==> config.mk <==
export PLATFORM = sky130hd
export DESIGN_NAME = seg_scan_ctrl
export DESIGN_NICKNAME = d
export VERILOG_FILES = /design/src/rtl/seg_pkg.sv /design/src/rtl/seg_decode.sv /design/src/rtl/seg_scan_ctrl.sv
export SDC_FILE = /design/constraint.sdc
export NUM_CORES = 1
export LEC_CHECK = 0
export BUFFER_PORTS_ARGS = -buffer_cell sky130_fd_sc_hd__buf_2
export CAP_MARGIN = 5
export CORE_ASPECT_RATIO = 0.75
export CORE_MARGIN = 1
export CORE_UTILIZATION = 60
export DETAILED_ROUTE_END_ITERATION = 10
export PLACE_DENSITY = 0.81
export SYNTH_ARGS = -nofsm -noshare
export SYNTH_HDL_FRONTEND = slang
export SYNTH_SLANG_ARGS = --single-unit
==> constraint.sdc <==
create_clock -name wb_clk_i -period 4.38 [get_ports wb_clk_i]
set_input_delay 0.438 -clock wb_clk_i [delete_from_list [all_inputs] [get_ports wb_clk_i]]
set_output_delay 0.438 -clock wb_clk_i [all_outputs]
set_load 0.01 [all_outputs]
==> src/rtl/seg_pkg.sv <==
// Shared types and constants for the seven-segment scan controller.
// Segment bit order is {dp,g,f,e,d,c,b,a}, all active-high.
package seg_pkg;

  typedef enum logic [1:0] {
    ST_IDLE  = 2'd0,
    ST_BLANK = 2'd1,
    ST_SHOW  = 2'd2
  } state_t;

  localparam int SEG_A  = 0;
  localparam int SEG_B  = 1;
  localparam int SEG_C  = 2;
  localparam int SEG_D  = 3;
  localparam int SEG_E  = 4;
  localparam int SEG_F  = 5;
  localparam int SEG_G  = 6;
  localparam int SEG_DP = 7;

  localparam logic [6:0] SEG_TABLE [16] = '{
    7'h3F, 7'h06, 7'h5B, 7'h4F, 7'h66, 7'h6D, 7'h7D, 7'h07,
    7'h7F, 7'h6F, 7'h77, 7'h7C, 7'h39, 7'h5E, 7'h79, 7'h71
  };

  // One display frame worth of content: shadow and live copies share this.
  typedef struct packed {
    logic [15:0] digits;
    logic [3:0]  dp;
    logic [3:0]  blank;
  } disp_t;

endpackage

==> src/rtl/seg_decode.sv <==
// Combinational hex-to-seven-segment decoder with decimal point.
module seg_decode
  import seg_pkg::*;
(
  input  logic [3:0] nibble,
  input  logic       dp,
  output logic [7:0] segments
);

  always_comb begin
    segments                = '0;
    segments[SEG_G:SEG_A]   = SEG_TABLE[nibble];
    segments[SEG_DP]        = dp;
  end

endmodule

==> src/rtl/seg_scan_ctrl.sv <==
// Four-digit multiplexed seven-segment scan controller with anti-ghost
// blanking, leading-zero suppression and frame-synchronous updates.
module seg_scan_ctrl
  import seg_pkg::*;
#(
  parameter int CLK_DIV   = 1000,
  parameter int BLANK_CYC = 8
) (
  input  logic        wb_clk_i,
  input  logic        wb_rst_ni,
  input  logic        enable,
  input  logic        upd_valid,
  output logic        upd_ready,
  input  logic [15:0] upd_digits,
  input  logic [3:0]  upd_dp,
  input  logic [3:0]  upd_blank,
  input  logic        lz_en,
  output logic [7:0]  seven_seg,
  output logic [3:0]  digit_en,
  output logic        frame_done
);

  localparam int SHOW_CYC = CLK_DIV - BLANK_CYC;
  localparam int CNT_W    = (CLK_DIV > 1) ? $clog2(CLK_DIV) : 1;
  localparam logic [CNT_W-1:0] BLANK_LAST = CNT_W'(BLANK_CYC - 1);
  localparam logic [CNT_W-1:0] SHOW_LAST  = CNT_W'(SHOW_CYC - 1);
  localparam state_t FIRST_STATE = (BLANK_CYC == 0) ? ST_SHOW : ST_BLANK;

  // Assert asynchronously, release two edges after wb_rst_ni rises.
  logic [1:0] rst_sync;
  logic       rst_n;

  always_ff @(posedge wb_clk_i or negedge wb_rst_ni) begin
    if (!wb_rst_ni) rst_sync <= '0;
    else            rst_sync <= {rst_sync[0], 1'b1};
  end

  assign rst_n = rst_sync[1];

  state_t           state, state_next;
  logic [1:0]       idx, idx_next;
  logic [CNT_W-1:0] cnt, cnt_next;
  disp_t            shadow, display, disp_next;
  logic             pending;
  logic             blank_end, show_end, wrap, idle_exit, boundary, accept;

  assign blank_end = (state == ST_BLANK) && (cnt == BLANK_LAST);
  assign show_end  = (state == ST_SHOW)  && (cnt == SHOW_LAST);
  assign wrap      = enable && show_end && (idx == 2'd3);
  assign idle_exit = enable && (state == ST_IDLE);
  assign boundary  = wrap || idle_exit;
  assign accept    = upd_valid && !pending;
  assign upd_ready = !pending;
  assign disp_next = boundary ? shadow : display;

  // NOTE: sequential state uses <= so every register samples pre-edge values.
  always_ff @(posedge wb_clk_i or negedge rst_n) begin
    if (!rst_n) begin
      state <= ST_IDLE;
      idx   <= '0;
      cnt   <= '0;
    end else begin
      state <= state_next;
      idx   <= idx_next;
      cnt   <= cnt_next;
    end
  end

  // NOTE: defaults first in every always_comb so no path can infer a latch.
  always_comb begin
    state_next = state;
    idx_next   = idx;
    cnt_next   = cnt + 1'b1;
    if (!enable) begin
      state_next = ST_IDLE;
      idx_next   = '0;
      cnt_next   = '0;
    end else begin
      case (state)
        ST_IDLE: begin
          state_next = FIRST_STATE;
          idx_next   = '0;
          cnt_next   = '0;
        end
        ST_BLANK: if (blank_end) begin
          state_next = ST_SHOW;
          cnt_next   = '0;
        end
        ST_SHOW: if (show_end) begin
          state_next = FIRST_STATE;
          idx_next   = idx + 2'd1;
          cnt_next   = '0;
        end
        default: begin
          state_next = ST_IDLE;
          idx_next   = '0;
          cnt_next   = '0;
        end
      endcase
    end
  end

  always_ff @(posedge wb_clk_i or negedge rst_n) begin
    if (!rst_n) begin
      shadow  <= '0;
      display <= '0;
      pending <= 1'b0;
    end else begin
      if (accept)   shadow  <= '{digits: upd_digits, dp: upd_dp, blank: upd_blank};
      if (boundary) display <= shadow;
      pending <= accept || (pending && !boundary);
    end
  end

  // Output values are computed for the upcoming slot and latched only at
  // slot start, so lz_en and content stay frozen for the whole slot.
  logic [3:0] digit_zero;
  logic       hide, slot_start, fd_next;
  logic [7:0] dec_seg, seg_next;
  logic [3:0] en_next;

  seg_decode u_decode (
    .nibble   (disp_next.digits[{idx_next, 2'b00} +: 4]),
    .dp       (disp_next.dp[idx_next]),
    .segments (dec_seg)
  );

  always_comb begin
    digit_zero = '0;
    for (int i = 0; i < 4; i++) digit_zero[i] = (disp_next.digits[4*i +: 4] == 4'h0);
    hide = disp_next.blank[idx_next] ||
           (lz_en && (idx_next != 2'd0) && (&(digit_zero | ~(4'b1111 << idx_next))));
    slot_start = (state_next == ST_SHOW) && ((state != ST_SHOW) || show_end);
    seg_next   = seven_seg;
    en_next    = digit_en;
    fd_next    = wrap;
    if (state_next != ST_SHOW) begin
      seg_next = '0;
      en_next  = '0;
    end else if (slot_start) begin
      seg_next = hide ? 8'h00 : dec_seg;
      en_next  = hide ? 4'h0  : (4'b0001 << idx_next);
    end
  end

  always_ff @(posedge wb_clk_i or negedge rst_n) begin
    if (!rst_n) begin
      seven_seg  <= '0;
      digit_en   <= '0;
      frame_done <= 1'b0;
    end else begin
      seven_seg  <= seg_next;
      digit_en   <= en_next;
      frame_done <= fd_next;
    end
  end

endmodule

==> out/metrics.cfg <==
[die]
core_area_um2 = 6290
ioPinCount = 43
die_h_um = 71.9
rows = 25
initial_utilization_pct = 62.1
fp.dieArea_um2 = 6840
die_w_um = 95.2

[clocking]
clk_latency_ns = 0.36
cts_max_level = 3
cts_root_buffer = clkbuf_8
cts_setup_buffers = 0
cts_hold_buffers = 1
tritoncts = built
cts_sinks = 78
clkTransAtPathRegs_ns = 0.08
clockBufferDepth = 2
cts_inserted_buffers = 9
post_cts_resized = 0

[routing]
routed_via_density = 5.86
firstDrtPassIters = 8
route.detailed.drc = 2
ant_nets = 0
avgRoutedWirePerCell_um = 16.6
routed_wl_um = 7730
drtIter0Drc = 174
vias = 2729

[synthesis]
syn_area_per_cell_um2 = 11.6
yosysWarningCount = 0
syn_nets = 377
synthSimpleGateAreaFrac_pct = 14.5
synth_area_leaders = dfrtp_1 50%, mux2_2 12%, ha_1 3.8%
ys_seq_elements = 78
synth.most_common_cell = dfrtp_1
synth_edf_count = 0
synth_cell_types = 58
yosys.area.top_type = dfrtp_1
postSynthCellCount = 336
ys_seq_area_share_pct = 50.0
yosys.area_share.adder_pct = 3.84
synth-xor-area-share_pct = 2.02
synth_flop_cell = dfrtp_1
async_reset_ff_share_pct = 100
syn-cell-area_um2 = 3910
muxShareOfSynthArea_pct = 16.4
synth_compound_area_share_pct = 9.03
synth_top_family_by_area = multiplexers
yosysTopAreaCellShare_pct = 50.0
synth_top_cells_by_count = 78 x dfrtp_1, 40 x mux2_2, 40 x nand2_1

[setup_path]
crit_type = flop to flop
crit_arrival_ns = 4.12
cp_slowest_stage_delay_ns = 0.58
path_max_fanout = 15
critPathTopFamily = compound AO/OA/AOI/OAI gates
worst_setup_path_end_kind = flop
critPathSlowestCell = o21ai_0
startpoint = state[0]$_DFF_PN0_
crit_chain = inv_1 -> ha_1 -> nand2_1 -> o41ai_4 -> nand2_2 -> mux2_2 -> mux2i_1 -> o21ai_0 -> inv_1 -> ha_1 -> or3_2 -> o221a_1 -> o21ai_2
reg2reg_depth = 13
r2r-start = state[0]$_DFF_PN0_
cp-start-kind = flop
crit_cells = 13
crit_required_ns = 4.66
path_buf_inv = 2

[timing]
max_freq_mhz = 261
holdWs_ns = 0.284
hold_viol = 0
setup_violations = 0
fin_crit_sh_pct = 87.5
setup-tns-final_ns = 0
rsz0062_at_grt = false
relSlewSlack_pct = 21.0
tightest_slew_ns = 1.18
drv_slew = 0
period_minus_slack_ns = 3.83
finalClockSkew_ns = 0.0143

[pwr]
p_per_area_nw_per_um2 = 487
total_power_mw = 2.14
max-vdd-ir-drop_mv = 0.279
power.leakage_nw = 2.07

[global_route]
antenna_found_initial = 0
grt_pass1_vias = 2648
grt_max_degree = 48
grt_first_pass_wirelength_um = 12900
grt_overflow = 0
grt_usage_pct = 25.2

[worst_hold_path]
hp-class = flop to asynchronous set/reset pin

[final_layout]
final_nets = 421
layout.cells.non_filler = 466
antennaDiodeCount = 0
drive_gt1_share_pct = 31.7
syn2layout_area_growth_pct = 12.6
final.fill_count = 470

[placement]
dp_hpwl_um = 5500
place_congestion = 0.947
dp.cells = 449
port-buffer-count = 42

[flow_run]
maxCapViolCount = 0

[run_status]
violations = design-rule violations
status = complete, but fails checks

## layout make-up
class / count / area [um2] / area share [%]
Clock inverter: 4 / 76.3 / 1.73
Inverter: 14 / 52.6 / 1.19
Sequential cell: 78 / 1950 / 44.4
Tap cell: 81 / 101 / 2.30
Clock buffer: 12 / 165 / 3.75
Timing Repair Buffer: 48 / 258 / 5.86
Multi-Input combinational cell: 229 / 1790 / 40.8
## path summary, 6_finish.rpt
kind	to	slack, ns
setup / recovery	seven_seg[0]$_DFFE_PN0P_	0.55
hold / removal	shadow[18]$_DFFE_PN0P_	0.28
setup reg to reg	seven_seg[0]$_DFFE_PN0P_	0.55
hold reg to reg	shadow[18]$_DFFE_PN0P_	0.28
max in group asynchronous	display[11]$_DFF_PN0_	3.06
min in group wb_clk_i	shadow[20]$_DFFE_PN0P_	0.31
## metrics by stage
stage | worst slack [ns] | util, % | area (um2)
3_3_place_gp | 0.824 | 66.0 | 4150
4_1_cts | 0.567 | 70.0 | 4400
6_report | 0.547 | 70.0 | 4400
5_1_grt | 0.179 | 70.0 | 4400
2_1_floorplan | 1.03 | - | 3910
3_5_place_dp | 0.596 | 66.0 | 4150
## cell families after synthesis
kind of cell	count (synthesis)
simple gates	109
flops	78
mux	56
compound gates	42
buf+inv	29
fa+ha+maj	12
xor+xnor	9
other cells	1
## cell usage in the layout, fill, tap and decap left out, types with 5 or more instances in the layout
cell / count
buf_2: 42
dfrtp_1: 77
nand2_1: 40
xor2_1: 5
nor4_1: 8
o21ai_0: 6
inv_1: 13
nand3_1: 12
mux2_2: 40
a21o_1: 5
nor2_1: 19
buf_4: 5
clkbuf_8: 12
mux2i_1: 14
ha_1: 12
## power by group
part	switching (mW)	total, mW	internal [mW]
logic	0.249	0.511	0.261
clock network	0.259	0.628	0.370
registers	0.118	1.00	0.886
## per-layer routing
layer / vias to the layer above / global-route usage, % / part of all wire [%]
li1: 1272 / - / -
met1: 1361 / 35.3 / 45
met2: 85 / 39.2 / 47
met3: 11 / 6.08 / 6.0
met4: 0 / 7.58 / 1.3
met5: - / 0 / 0
## sequential cells by signal, indices dropped and copies added, names as in the netlist
signal	flops
idx	2
cnt	10
display	24
frame_done	1
rst_sync	2
digit_en	4
shadow	24
seven_seg	8
state	2
pending	1
(Power assumes the default switching activity.)
